==> src/rtl/multi_cycle_ctrl_pkg.sv <==
// Shared definitions for the multi-cycle MIPS-subset control unit.
// Latency: n/a (types and constants only).
// Backpressure: n/a.
//
// Contents: FSM state encoding, instruction class enum, opcode/funct
// constants, ALU operation codes, datapath mux select codes and the
// decoded-instruction record latched by the controller in ID.
package multi_cycle_ctrl_pkg;

  // FSM states; the encoding is visible on the state output.
  typedef enum logic [2:0] {
    ST_IF  = 3'd0,
    ST_ID  = 3'd1,
    ST_EX  = 3'd2,
    ST_MEM = 3'd3,
    ST_WB  = 3'd4
  } state_e;

  // Instruction classes; each class owns one path through the FSM.
  typedef enum logic [3:0] {
    CL_R   = 4'd0,
    CL_LW  = 4'd1,
    CL_SW  = 4'd2,
    CL_BR  = 4'd3,
    CL_J   = 4'd4,
    CL_JAL = 4'd5,
    CL_JR  = 4'd6,
    CL_IMM = 4'd7,
    CL_ILL = 4'd8
  } cls_e;

  // Primary opcodes (instruction bits 31:26).
  localparam logic [5:0] OP_RTYPE = 6'h00;
  localparam logic [5:0] OP_J     = 6'h02;
  localparam logic [5:0] OP_JAL   = 6'h03;
  localparam logic [5:0] OP_BEQ   = 6'h04;
  localparam logic [5:0] OP_BNE   = 6'h05;
  localparam logic [5:0] OP_ADDI  = 6'h08;
  localparam logic [5:0] OP_ORI   = 6'h0D;
  localparam logic [5:0] OP_LUI   = 6'h0F;
  localparam logic [5:0] OP_LW    = 6'h23;
  localparam logic [5:0] OP_SW    = 6'h2B;

  // Function codes for OP_RTYPE (instruction bits 5:0).
  localparam logic [5:0] FN_SLL = 6'h00;
  localparam logic [5:0] FN_SRL = 6'h02;
  localparam logic [5:0] FN_JR  = 6'h08;
  localparam logic [5:0] FN_ADD = 6'h20;
  localparam logic [5:0] FN_SUB = 6'h22;
  localparam logic [5:0] FN_AND = 6'h24;
  localparam logic [5:0] FN_OR  = 6'h25;
  localparam logic [5:0] FN_SLT = 6'h2A;

  // ALU operation codes.
  localparam logic [4:0] ALU_ADD = 5'd0;
  localparam logic [4:0] ALU_SUB = 5'd1;
  localparam logic [4:0] ALU_AND = 5'd2;
  localparam logic [4:0] ALU_OR  = 5'd3;
  localparam logic [4:0] ALU_SLT = 5'd4;
  localparam logic [4:0] ALU_SLL = 5'd5;
  localparam logic [4:0] ALU_SRL = 5'd6;

  // ALU operand A select.
  localparam logic [1:0] SRCA_RS    = 2'd0;
  localparam logic [1:0] SRCA_C16   = 2'd1;  // constant 16, lui shifts imm by it
  localparam logic [1:0] SRCA_SHAMT = 2'd2;

  // ALU operand B select.
  localparam logic [1:0] SRCB_RT  = 2'd0;
  localparam logic [1:0] SRCB_IMM = 2'd1;

  // Register-file destination select.
  localparam logic [1:0] RDST_RT = 2'd0;
  localparam logic [1:0] RDST_RD = 2'd1;
  localparam logic [1:0] RDST_RA = 2'd2;

  // Register-file write-data select.
  localparam logic [1:0] M2R_ALU = 2'd0;
  localparam logic [1:0] M2R_MEM = 2'd1;
  localparam logic [1:0] M2R_PC4 = 2'd2;

  // PC source select.
  localparam logic [1:0] PCS_PC4 = 2'd0;
  localparam logic [1:0] PCS_BR  = 2'd1;
  localparam logic [1:0] PCS_JMP = 2'd2;
  localparam logic [1:0] PCS_RS  = 2'd3;

  // Everything the controller needs to remember about the instruction
  // after ID.
  typedef struct packed {
    cls_e       cls;
    logic       is_bne;     // BR class: branch on zero==0 instead of zero==1
    logic [4:0] alu_ctrl;
    logic       ext_ctrl;
    logic [1:0] alu_src_a;
    logic [1:0] alu_src_b;
  } dec_t;

  // Decode record used while no instruction is in flight.
  localparam dec_t DEC_ILL = '{
    cls:       CL_ILL,
    is_bne:    1'b0,
    alu_ctrl:  ALU_ADD,
    ext_ctrl:  1'b1,
    alu_src_a: SRCA_RS,
    alu_src_b: SRCB_RT
  };

endpackage

==> src/rtl/multi_cycle_ctrl_instr_decode.sv <==
// Combinational instruction decoder: op/funct -> class and ALU controls.
// Latency: 0 cycles (pure combinational).
// Backpressure: none; output follows the inputs.
//
// Ports: op_i, funct_i (instruction fields) -> cls_o, alu_ctrl_o,
// ext_ctrl_o, alu_src_a_o, alu_src_b_o, is_bne_o.
module instr_decode
  import multi_cycle_ctrl_pkg::*;
(
  input  logic [5:0] op_i,
  input  logic [5:0] funct_i,
  output cls_e       cls_o,
  output logic [4:0] alu_ctrl_o,
  output logic       ext_ctrl_o,
  output logic [1:0] alu_src_a_o,
  output logic [1:0] alu_src_b_o,
  output logic       is_bne_o
);

  always_comb begin
    cls_o       = CL_ILL;
    alu_ctrl_o  = ALU_ADD;
    ext_ctrl_o  = 1'b1;
    alu_src_a_o = SRCA_RS;
    alu_src_b_o = SRCB_RT;
    is_bne_o    = 1'b0;

    case (op_i)
      OP_RTYPE: begin
        // Unknown funct values fall through as CL_ILL.
        case (funct_i)
          FN_ADD: begin cls_o = CL_R; alu_ctrl_o = ALU_ADD; end
          FN_SUB: begin cls_o = CL_R; alu_ctrl_o = ALU_SUB; end
          FN_AND: begin cls_o = CL_R; alu_ctrl_o = ALU_AND; end
          FN_OR:  begin cls_o = CL_R; alu_ctrl_o = ALU_OR;  end
          FN_SLT: begin cls_o = CL_R; alu_ctrl_o = ALU_SLT; end
          FN_SLL: begin
            cls_o       = CL_R;
            alu_ctrl_o  = ALU_SLL;
            alu_src_a_o = SRCA_SHAMT;
          end
          FN_SRL: begin
            cls_o       = CL_R;
            alu_ctrl_o  = ALU_SRL;
            alu_src_a_o = SRCA_SHAMT;
          end
          FN_JR:  cls_o = CL_JR;
          default: cls_o = CL_ILL;
        endcase
      end
      OP_J:   cls_o = CL_J;
      OP_JAL: cls_o = CL_JAL;
      OP_BEQ: begin cls_o = CL_BR; alu_ctrl_o = ALU_SUB; end
      OP_BNE: begin cls_o = CL_BR; alu_ctrl_o = ALU_SUB; is_bne_o = 1'b1; end
      OP_ADDI: begin
        cls_o       = CL_IMM;
        alu_ctrl_o  = ALU_ADD;
        alu_src_b_o = SRCB_IMM;
      end
      OP_ORI: begin
        cls_o       = CL_IMM;
        alu_ctrl_o  = ALU_OR;
        alu_src_b_o = SRCB_IMM;
        ext_ctrl_o  = 1'b0;
      end
      OP_LUI: begin
        // imm << 16 is done as a shift by the constant-16 operand.
        cls_o       = CL_IMM;
        alu_ctrl_o  = ALU_SLL;
        alu_src_a_o = SRCA_C16;
        alu_src_b_o = SRCB_IMM;
      end
      OP_LW: begin
        cls_o       = CL_LW;
        alu_ctrl_o  = ALU_ADD;
        alu_src_b_o = SRCB_IMM;
      end
      OP_SW: begin
        cls_o       = CL_SW;
        alu_ctrl_o  = ALU_ADD;
        alu_src_b_o = SRCB_IMM;
      end
      default: cls_o = CL_ILL;
    endcase
  end

endmodule

==> src/rtl/multi_cycle_ctrl.sv <==
// Multi-cycle MIPS-subset controller: IF/ID/EX/MEM/WB FSM plus retire counter.
// Latency: 2-5 cycles per instruction, plus memory wait cycles in IF and MEM.
// Backpressure: IF and MEM stall in place while mem_rdy is low.
//
// Ports:
//   clk, rst (async, active low)         clock and reset
//   op, funct                            instruction register fields
//   zero, mem_rdy                        ALU equality flag, memory handshake
//   mem_req, mem_wr, ir_wr, pc_wr, reg_wr  request / write enables
//   alu_ctrl, reg_dst, alu_src_a, alu_src_b, mem2reg, pc_src, ext_ctrl
//                                        datapath controls
//   state, illegal, retired              FSM state, bad-opcode pulse, count
module multi_cycle_ctrl
  import multi_cycle_ctrl_pkg::*;
(
  input  logic        clk,
  input  logic        rst,
  input  logic [5:0]  op,
  input  logic [5:0]  funct,
  input  logic        zero,
  input  logic        mem_rdy,
  output logic        mem_req,
  output logic        mem_wr,
  output logic        ir_wr,
  output logic        pc_wr,
  output logic        reg_wr,
  output logic [4:0]  alu_ctrl,
  output logic [1:0]  reg_dst,
  output logic [1:0]  alu_src_a,
  output logic [1:0]  alu_src_b,
  output logic [1:0]  mem2reg,
  output logic [1:0]  pc_src,
  output logic        ext_ctrl,
  output logic [2:0]  state,
  output logic        illegal,
  output logic [31:0] retired
);

  state_e      state_q, state_d;
  dec_t        dec_q;          // instruction record latched at the end of ID
  dec_t        dec_live;       // decoder output for the current IR contents
  dec_t        cur;            // record the outputs are decoded from
  logic        run_q;          // low during reset and the cycle after release
  logic        retire_now;
  logic [31:0] retired_q;

  cls_e        dec_cls;
  logic [4:0]  dec_alu_ctrl;
  logic        dec_ext_ctrl;
  logic [1:0]  dec_alu_src_a;
  logic [1:0]  dec_alu_src_b;
  logic        dec_is_bne;

  instr_decode u_decode (
    .op_i        (op),
    .funct_i     (funct),
    .cls_o       (dec_cls),
    .alu_ctrl_o  (dec_alu_ctrl),
    .ext_ctrl_o  (dec_ext_ctrl),
    .alu_src_a_o (dec_alu_src_a),
    .alu_src_b_o (dec_alu_src_b),
    .is_bne_o    (dec_is_bne)
  );

  assign dec_live = '{
    cls:       dec_cls,
    is_bne:    dec_is_bne,
    alu_ctrl:  dec_alu_ctrl,
    ext_ctrl:  dec_ext_ctrl,
    alu_src_a: dec_alu_src_a,
    alu_src_b: dec_alu_src_b
  };

  // The IR is loaded at the end of IF, so during ID the decoder already sees
  // the new instruction; later states use the copy captured in ID.
  assign cur = (state_q == ST_ID) ? dec_live : dec_q;

  // Controls are decoded from state and the class record. They are not
  // registered because IF/MEM must react to mem_rdy and EX to zero within
  // the same cycle. run_q is a flop with async clear, so every enable drops
  // as soon as rst is asserted.
  always_comb begin
    state_d    = state_q;
    mem_req    = 1'b0;
    mem_wr     = 1'b0;
    ir_wr      = 1'b0;
    pc_wr      = 1'b0;
    reg_wr     = 1'b0;
    illegal    = 1'b0;
    retire_now = 1'b0;
    reg_dst    = RDST_RT;
    mem2reg    = M2R_ALU;
    pc_src     = PCS_PC4;
    alu_ctrl   = cur.alu_ctrl;
    alu_src_a  = cur.alu_src_a;
    alu_src_b  = cur.alu_src_b;
    ext_ctrl   = cur.ext_ctrl;

    if (run_q) begin
      case (state_q)
        ST_IF: begin
          mem_req = 1'b1;
          if (mem_rdy) begin
            ir_wr   = 1'b1;
            pc_wr   = 1'b1;
            pc_src  = PCS_PC4;
            state_d = ST_ID;
          end
        end
        ST_ID: begin
          case (cur.cls)
            CL_J: begin
              pc_wr      = 1'b1;
              pc_src     = PCS_JMP;
              retire_now = 1'b1;
              state_d    = ST_IF;
            end
            CL_JAL: begin
              pc_wr      = 1'b1;
              pc_src     = PCS_JMP;
              reg_wr     = 1'b1;
              reg_dst    = RDST_RA;
              mem2reg    = M2R_PC4;
              retire_now = 1'b1;
              state_d    = ST_IF;
            end
            CL_ILL: begin
              illegal = 1'b1;
              state_d = ST_IF;
            end
            default: state_d = ST_EX;
          endcase
        end
        ST_EX: begin
          case (cur.cls)
            CL_BR: begin
              // beq takes on zero=1, bne on zero=0.
              if (zero ^ cur.is_bne) begin
                pc_wr  = 1'b1;
                pc_src = PCS_BR;
              end
              retire_now = 1'b1;
              state_d    = ST_IF;
            end
            CL_JR: begin
              pc_wr      = 1'b1;
              pc_src     = PCS_RS;
              retire_now = 1'b1;
              state_d    = ST_IF;
            end
            CL_LW, CL_SW:  state_d = ST_MEM;
            CL_R, CL_IMM:  state_d = ST_WB;
            default:       state_d = ST_IF;
          endcase
        end
        ST_MEM: begin
          mem_req = 1'b1;
          mem_wr  = (cur.cls == CL_SW);
          if (mem_rdy) begin
            if (cur.cls == CL_LW) begin
              state_d = ST_WB;
            end else begin
              retire_now = 1'b1;
              state_d    = ST_IF;
            end
          end
        end
        ST_WB: begin
          reg_wr     = 1'b1;
          reg_dst    = (cur.cls == CL_R)  ? RDST_RD : RDST_RT;
          mem2reg    = (cur.cls == CL_LW) ? M2R_MEM : M2R_ALU;
          retire_now = 1'b1;
          state_d    = ST_IF;
        end
        default: state_d = ST_IF;
      endcase
    end
  end

  always_ff @(posedge clk or negedge rst) begin
    if (!rst) begin
      state_q   <= ST_IF;
      run_q     <= 1'b0;
      dec_q     <= DEC_ILL;
      retired_q <= '0;
    end else begin
      // First real IF cycle starts on the edge after reset release.
      run_q   <= 1'b1;
      state_q <= state_d;
      if (run_q && (state_q == ST_ID)) begin
        dec_q <= dec_live;
      end
      if (retire_now) begin
        retired_q <= retired_q + 32'd1;
      end
    end
  end

  assign state   = state_q;
  assign retired = retired_q;

endmodule

==> config.mk <==
export PLATFORM = sky130hd
export DESIGN_NAME = multi_cycle_ctrl
export DESIGN_NICKNAME = d
export VERILOG_FILES = /design/src/rtl/multi_cycle_ctrl_pkg.sv /design/src/rtl/multi_cycle_ctrl_instr_decode.sv /design/src/rtl/multi_cycle_ctrl.sv
export SDC_FILE = /design/constraint.sdc
export NUM_CORES = 1
export LEC_CHECK = 0
export CORE_MARGIN = 2
export CORE_UTILIZATION = 55
export DETAILED_ROUTE_END_ITERATION = 8
export GPL_TIMING_DRIVEN = 0
export PLACE_DENSITY = 0.87
export SETUP_SLACK_MARGIN = 0.15
export SYNTH_ARGS = -nofsm -noshare
export SYNTH_HDL_FRONTEND = slang
export SYNTH_SLANG_ARGS = --single-unit
==> constraint.sdc <==
create_clock -name clk -period 9 [get_ports clk]
set_input_delay 2.7 -clock clk [delete_from_list [all_inputs] [get_ports clk]]
set_output_delay 2.7 -clock clk [all_outputs]
set_load 0.01 [all_outputs]
* Word level (Yosys, flattened, before mapping) *
Cells that the tools add are included.

word-level totals
  register bits after elaboration = 51
  input bits = 16
  output and inout bits = 57
  logic and storage cells = 109

cells by class
  $add $sub $neg = 1
  eq/ne operators = 30
  mux-type cells = 51
  bitwise logic cells = 1
  reductions and logical operators = 17

operator list
  cell                   count
  $eq 6x6->1 const B     7
  $add 32x1->32 const B  1
  $pmux 4 s7             1
  $mux 1                 25
  $eq 6x4->1 const B     4
  $pmux 2 s2             5
  $pmux 5 s4             1
  $eq 6x2->1 const B     3
  $pmux 3 s6             1
  $eq 4x3->1 const B     4
  $mux 15                1
  $mux 2                 7
  $reduce_or 2->1        7
  $eq 6x3->1 const B     2
  $logic_not 6->1        2
  $pmux 3 s4             1
  $mux 3                 3
  $eq 4x2->1 const B     2
  $pmux 4 s2             1
  $reduce_or 7->1        1
  $eq 3x2->1 const B     2
  $pmux 3 s2             1
  $reduce_or 3->1        2
  $reduce_or 5->1        1
  13 further kinds       15

* Logic depth before layout (Yosys ltp) *
Gate-level depths: netlist (run 1).

  depth in word-level cells = 10
  mapped depth = 11
  depth with buffers taken out = 8

* Modules after synthesis *
Synthesis (run 1) repeated with hierarchy kept, for this count alone.

second synthesis, totals
  cell total of the unflattened synthesis = 379
  area, all modules = 3435.8 um^2

by module, submodules not included
  module            times used  cells each  area each (um^2)
  multi_cycle_ctrl  1           307         2994.1
  instr_decode      1           72          441.7

* Worst setup path before layout (run 1) *
Ideal clock, no wire load.

  kind = input port to output port
  from = in funct[5]
  to = out pc_wr
  arrival time = 4.688 ns
  data required time = 6.300 ns
  path slack = 1.612 ns
  stages on the path = 9
  cells stage by stage = clkbuf_1 -> nor3b_1 -> nand4_1 -> nand2_1 -> o22ai_1 -> clkbuf_1 -> nand4_1 -> a211oi_1 -> a21o_1

on the way
  longest elaborated chain between the ends = 10

RTL lines
  element                                   line                                 text
  from (decl)                               multi_cycle_ctrl.sv:19               input logic [5:0] funct,
  $eq 6x6->1, or another cell as far along  multi_cycle_ctrl_instr_decode.sv:31  case (funct_i)
  $reduce_or 7->1 (no line)                 -
  $pmux 4 s2 *                              multi_cycle_ctrl_instr_decode.sv:31
  $pmux 4 s7 *                              multi_cycle_ctrl_instr_decode.sv:28  case (op_i)
  $mux 15 *                                 multi_cycle_ctrl.sv:76               assign cur = (state_q == ST_ID) ? dec_live : dec_q;
  $eq 4x3->1                                multi_cycle_ctrl.sv:111              case (cur.cls)
  $reduce_or 2->1 (no line)                 -
  $mux 1                                    multi_cycle_ctrl.sv:111
  $pmux 1 s3 *                              multi_cycle_ctrl.sv:100              case (state_q)
  $mux 1 *                                  multi_cycle_ctrl.sv:99               if (run_q) begin
  to (decl)                                 multi_cycle_ctrl.sv:25               output logic pc_wr,

Mark *: on every way between the ends. The rest lies on a longest branch, timed or not.

* Worst setup path after layout (run 1) *
  from = in op[2]
  to = out mem_wr

on the way
  longest elaborated chain between the ends = 7

RTL lines
  element                                                              line                                 text
  from (decl)                                                          multi_cycle_ctrl.sv:18               input logic [5:0] op,
  $eq 6x4->1 / $eq 6x3->1 (equally long branches)                      multi_cycle_ctrl_instr_decode.sv:28
  $reduce_or 3->1 (no line) / $reduce_or 2->1 (equally long branches)  -
  $pmux 4 s7 *                                                         multi_cycle_ctrl_instr_decode.sv:28
  $mux 15 *                                                            multi_cycle_ctrl.sv:76
  $eq 4x2->1 *                                                         multi_cycle_ctrl.sv:158              mem_wr = (cur.cls == CL_SW);
  $mux 1 *                                                             multi_cycle_ctrl.sv:100
  $mux 1 *                                                             multi_cycle_ctrl.sv:99
  to (decl)                                                            multi_cycle_ctrl.sv:23               output logic mem_wr,

Marks and branches as above.

==> run metrics, run 1 <==
Worst Reg-to-Reg Cells=8; Fmax=0.1171 GHz; H-tree depth=2; final cell count without fillers=509; vias in the first global route=2791; crit end category=output pin; worst min-delay path category=flop to flop; Max VDD drop=0.09573 mV; Die H=80.12 um; max cap viols=0; P per Cell Area=159.8 mW/mm^2; ANT cells=0; Iter 0 DRT Violations=285; CP max FO=10; fin area=0.004068 sq mm; number of nets in the layout=454; initial antenna violation count=0; Hold Path Depth=2; Core Rows=27; die area=0.006419 sq mm; Period minus WS final=8.540 ns; Hold Crit Start=dec_q[10]; final WL=7919 um; synth-to-layout area growth=27.64%; clk sinks=48; layout cell share with drive strength beyond 1=10.53%; first-pass GRT wire length=13190 um; global route total overflow=0; Mean Syn Cell Area=8.852 sq um; Synth Cell Area=0.003187 sq mm; routability congestion estimate from global placement=0.9231; Cell Area, Placed=0.003970 sq mm; I/O Buffers=67; Slew Viols, Final=0; RSZ-0062 raised after global routing=false; Lkg Pwr=1.569 nW; vias per cell=5.906; sequential area share after synthesis=37.77%; Post-synth EDFFs=0; share of synthesized registers carrying an async set or reset=100.0%; Mapped Cells=360; DR WL/cell=15.56 um; Pre-Repair DR Iteration Count=4; Initial Util=57.52%; CTS tree=done; largest net degree at the start of global routing=27; DRC viols=0; clk slew on worst S/H paths=0.08 ns; Syn. warnings=0; Worst-Skew Late Latency=0.30 ns; post-CTS setup buffers=0; library cells used by synthesis=65; Synth Register Bits=48; die extent in x=80.12 um; Yosys top cell area share=36.12%; final hold vios=0; vias=3006; Post-DP HPWL=5969 um; CTS buffer count=5; Slew @ Worst Pin=0.6889 ns; placed cells=502; GRT Total Usage=25.95%; Most used DFF post-synth=dfrtp_1; Placement Setup Slack=0.4059 ns; Required @ worst endpoint=6.30 ns; Rel. slew slack=54.08%; worst flop-to-flop path endpoint=retired[1]; worst hold path endpoint=dec_q[10]; crit path setup slack, layout=0.4599 ns; Worst Path Class, Setup=input pin to output pin; status=completed; crit path launch type=input pin; crit path DAT=5.84 ns; Clock Tree Buf Depth=2; WHS=0.4857 ns; I/O pin count=73; R2R Setup Slk=5.89 ns; final setup fails=0; core area=0.005540 sq mm; Period Utilization, post-route=94.89%; ANT nets after route=0; clk_skew=0.006596 ns; r2r startpoint=state[2]; Fin Setup TNS=0 ns; filler instances=425; largest cells by area after synthesis=dfrtp_1, xnor2_1, nand2_1; Root Driver=clkbuf_8; Synth area leader=dfrtp_1
-- stage by stage --
stage | power (mW) | utilization (%)
final | 0.6500 | 73.42
after global routing | 0.6899 | 73.42
after CTS | 0.6485 | 73.31
after detailed placement | 0.5149 | 71.66
after global placement | 0.5069 | 71.39
after floorplan | 0.4229 | -
-- cell type report --
type | instances | area, sq um | share of cell area, %
inverter | 5 | 18.77 | 0.4614
clock buffer | 6 | 82.58 | 2.030
timing repair buffer | 68 | 685.7 | 16.86
multi-input combinational | 284 | 1837 | 45.16
sequential | 48 | 1204 | 29.59
tap | 72 | 90.09 | 2.215
clock inverter | 1 | 8.758 | 0.2153
buffer | 25 | 141.4 | 3.476
-- placed cells by master (no fill, tap or decap), drive strengths merged, types with 3 or more instances in the layout --
master         instances
dfrtp                 46
nand2b                 7
and3                  10
xor2                  14
a211oi                 3
nand4                 14
nor4b                  3
inv                    5
clkbuf                18
buf                   15
o41ai                  3
nand3b                 4
xnor2                 21
clkdlybuf4s50         66
nor4                   8
and2                   4
a21oi                 18
nor2                  29
a21o                   6
nand2                 42
conb                   4
nand3                 20
nor2b                  3
nor3                  17
o21ai                 20
-- where the power goes --
part / switching [mW] / internal, mW
registers: 0.0277 / 0.244
clock network: 0.0708 / 0.0614
logic: 0.142 / 0.103
-- worst max-delay path by stage --
| stage | start | end | slack, ns | depth (start not counted) |
|---|---|---|---|---|
| floorplan | funct[5] | pc_wr | 1.61 | 9 |
| global placement | op[2] | mem_wr | 0.43 | 10 |
| detailed placement | op[2] | mem_wr | 0.41 | 10 |
| CTS | op[2] | mem_wr | 0.36 | 10 |
| global route | op[2] | mem_wr | 0.20 | 10 |
| finish | op[2] | mem_wr | 0.46 | 10 |
-- cell families (layout without fill, tap and decap cells) --
logic type | Yosys count | after routing | synth area share, %
AND/OR/NAND/NOR | 174 | 174 | 31.29
AO/OA/AOI/OAI | 68 | 68 | 14.96
flip-flops | 48 | 48 | 37.77
XOR/XNOR | 35 | 35 | 9.619
buffers and inverters | 30 | 105 | 5.025
other | 2 | 4 | 0.2357
multiplexers | 2 | 2 | 0.7067
adder cells (fa/ha/maj) | 1 | 1 | 0.3926
-- flip-flops by register name (all words and copies together), names as in the netlist --
| register | cells |
|---|---|
| dec_q | 12 |
| retired | 32 |
| run_q | 1 |
| state | 3 |
-- cell usage after synthesis, types with 2 or more instances --
library cell and instances:
buf_4 5, nor4_4 2, nand4_1 14, a21o_1 6
xnor2_1 21, nor4_1 4, nor2b_1 3, dfstp_2 2
a21oi_2 2, o31ai_1 2, buf_6 3, inv_1 5
nor3_2 5, nor3b_1 2, nand3_1 20, dfrtp_1 46
a221o_1 2, nor2_1 29, xor2_1 14, o22ai_1 2
or3_1 2, a21oi_1 16, nand3b_1 4, nor4_2 2
nand2_1 41, and2_1 4, buf_2 5, o41ai_1 2
nor3_1 12, conb_1 2, and3_1 10, nand2b_1 7
clkbuf_1 12, o21ai_0 20, nor4b_2 2
-- critical path, cell delays in order --
cell	delay, ns
clkdlybuf4s50_1	0.63
buf_2	0.25
nor3_1	0.06
a21oi_1	0.12
o31ai_1	0.13
o22ai_2	0.30
clkbuf_1	0.39
o21ai_0	0.28
nor4_1	0.36
clkdlybuf4s50_1	0.60
-- per-layer routing --
layer	global-route usage, %	routed length [um]
met1	34.50	3460
met5	0	0
met3	5.618	399
met2	43.08	3966
met4	6.780	93
-- timing repair --
item,in CTS,in global routing
endpoints found under the setup margin,0,2
hold buffers,0,0
gates resized for setup,0,1
(Power assumes the default switching activity.)
==> run 2: changes to the inputs <==
--- a/config.mk
+++ b/config.mk
@@ -6,10 +6,10 @@
 export NUM_CORES = 1
 export LEC_CHECK = 0
 export CORE_MARGIN = 2
-export CORE_UTILIZATION = 55
+export CORE_UTILIZATION = 51
 export DETAILED_ROUTE_END_ITERATION = 8
 export GPL_TIMING_DRIVEN = 0
-export PLACE_DENSITY = 0.87
+export PLACE_DENSITY = 0.92
 export SETUP_SLACK_MARGIN = 0.15
 export SYNTH_ARGS = -nofsm -noshare
 export SYNTH_HDL_FRONTEND = slang
==> constraint.sdc (replaced) <==
create_clock -name clk -period 8.8 [get_ports clk]
set_input_delay 2.64 -clock clk [delete_from_list [all_inputs] [get_ports clk]]
set_output_delay 2.64 -clock clk [all_outputs]
set_load 0.01 [all_outputs]
==> run metrics, run 2 (synthesis gave the netlist of run 1 again) <==
worst hold path endpoint=retired[31]; first-pass GRT wire length=13410 um (+1.7%); crit path DAT=5.63 ns (-0.21 ns); Clock Tree Buf Depth=2 (unchanged); worst min-delay path category=flop to flop; most common cell after layout, fill and taps aside=clkdlybuf4s50_1; Initial Util=53.20% (-4.3 points); vias=2991 (-0.50%); fin area=0.004110 sq mm (+1.0%); die area=0.006897 sq mm (+7.4%); initial antenna violation count=0 (unchanged); CTS tree=done; crit path setup slack, layout=0.5323 ns (+0.07233 ns); vias in the first global route=2852 (+2.2%); M1 GR Usage=32.07% (-2.4 points); cell repeated most along the worst path=clkdlybuf4s50_1; vias per cell=5.842 (-1.1%); Period minus WS final=8.268 ns; area of the multi-input gates=0.001837 sq mm (unchanged); Core Rows=28 (+3.7%); Hold Crit Start=retired[31]; Tot Pwr=0.7133 mW (+9.7%); layout cell share with drive strength beyond 1=10.76% (+0.23 points); max FFs per register=32 (unchanged); Worst-Skew Late Latency=0.30 ns (about the same); status=completed; area occupied by registers=0.001204 sq mm (unchanged); clk slew on worst S/H paths=0.09 ns (about the same); DRC viols=0 (unchanged); WHS=0.4787 ns (-0.007003 ns); commonest non-fill, non-tap cells in the layout=clkdlybuf4s50_1, dfrtp_1, nand2_1; global route total overflow=0 (unchanged); RSZ-0062 raised after global routing=false; Placement Setup Slack=0.2514 ns (-0.1546 ns); R2R Setup Slk=5.62 ns (-0.27 ns); Rel. slew slack=53.57% (-0.50 points); CP max FO=10 (unchanged); synth-to-layout area growth=28.98%; Crit-path slowest cell=clkdlybuf4s50_1; Hold Path Depth=1 (-1); Top Usage Layer GRT=met2; Required @ worst endpoint=6.16 ns (-0.14 ns); largest net degree at the start of global routing=31 (+15%); met3 usage=3.181% (-2.4 points); Worst Path Class, Setup=input pin to output pin; die extent in x=83.05 um (+3.7%); clk sinks=48 (unchanged); Slew @ Worst Pin=0.6964 ns (+0.007512 ns); # hold bufs at CTS=0 (unchanged); max incr delay on CP=0.62 ns (about the same); filler instances=478 (+12%); crit path cell chain=clkdlybuf4s50_1 -> buf_2 -> nor3_1 -> a21oi_1 -> o31ai_1 -> o22ai_2 -> clkbuf_2 -> o21ai_0 -> nor4_1 -> clkdlybuf4s50_1; worst flop-to-flop path endpoint=retired[24]; max cap viols=0 (unchanged); Post-DP HPWL=5997 um (+0.48%); r2r startpoint=state[0]; CTS buffer count=5 (unchanged); DR WL/cell=15.46 um (-0.64%); ANT cells=0 (unchanged); Iter 0 DRT Violations=209 (-27%); Fmax=0.1210 GHz; met2 Resource Use GR=37.24% (-5.8 points); Worst Reg-to-Reg Cells=10 (+2); ANT nets after route=0 (unchanged); Slew Viols, Final=0 (unchanged); Max VDD drop=0.1787 mV (+87%); I/O Buffers=67 (unchanged); clk_skew=0.01076 ns (+0.004165 ns); I/O pin count=73 (unchanged); crit end category=output pin; Period Utilization, post-route=93.95%; Cell Area, Placed=0.003974 sq mm (about the same); number of nets in the layout=454 (unchanged); final hold vios=0 (unchanged); Pre-Repair DR Iteration Count=4 (unchanged); GRT Total Usage=22.94% (-3.0 points); final WL=7915 um (about the same); crit path launch type=input pin; H-tree depth=2 (unchanged); Die H=83.05 um (+3.7%); core area=0.005991 sq mm (+8.1%); P per Cell Area=173.5 mW/mm^2 (+8.6%); final setup fails=0 (unchanged); Root Driver=clkbuf_8; routability congestion estimate from global placement=0.9036 (-2.1%); Fin Setup TNS=0 ns (unchanged); Lkg Pwr=1.589 nW (+1.3%)
-- run 2: cell count changes in the layout (fill, tap and decap cells not counted) --
cell,previous run,this run
clkinv_4,1,0
clkbuf_2,0,1
bufinv_16,0,2
clkbuf_1,12,11
clkbuf_8,6,5
-- run 2: worst max path at each step --
| stage | startpoint | to | slack [ns] | cells past startpoint |
|---|---|---|---|---|
| 2_1_floorplan | funct[5] | pc_wr | 1.53 | 9 |
| 3_3_place_gp | op[2] | mem_wr | 0.30 | 10 |
| 3_5_place_dp | op[2] | mem_wr | 0.25 | 10 |
| 4_1_cts | op[2] | mem_wr | 0.23 | 10 |
| 5_1_grt | op[2] | mem_wr | 0.33 | 10 |
| 6_report | op[2] | mem_wr | 0.53 | 10 |
-- run 2: per-layer routing --
layer	vias to the layer above	share of wire [%]	routed length (um)
met5	-	0	0
met4	0	1.8	140
met3	12	5.0	399
met2	97	48	3828
met1	1452	45	3547
li1	1430	-	-
-- run 2: timing repair --
action | 4_1_cts | 5_1_grt
resized for setup | 0 | 3
endpoints found under the setup margin | 0 | 4
setup buffers | 0 | 0
-- run 2: area by class of cell --
type | count | share of cell area (%)
clock buffer | 5 | 1.674
clock inverter | 2 | 1.461
tap | 75 | 2.283
multi-input combinational | 284 | 44.69
sequential | 48 | 29.28
buffer | 25 | 3.470
inverter | 5 | 0.4566
timing repair buffer | 68 | 16.68
-- run 2: per-stage QoR --
stage | instances | util, %
detailed placement | 505 | 66.33
global route | 512 | 68.61
CTS | 512 | 68.48
finish | 512 | 68.61
global placement | 504 | 66.08
floorplan | 362 | -
-- run 2: where the power goes --
group	switching [mW]	leakage (nW)	internal (mW)	total [mW]
combinational	0.144	0.932	0.107	0.251
clock	0.0735	0.0642	0.112	0.185
sequential	0.0275	0.593	0.250	0.277
total	0.245	1.59	0.468	0.713
-- run 2: worst max-delay path: cells and delay by family --
| kind | cells | cell delay [ns] |
|---|---|---|
| and+or+nand+nor | 2 | 0.43 |
| buffers and inverters | 4 | 1.77 |
| AOI/OAI and AO/OA | 4 | 0.78 |
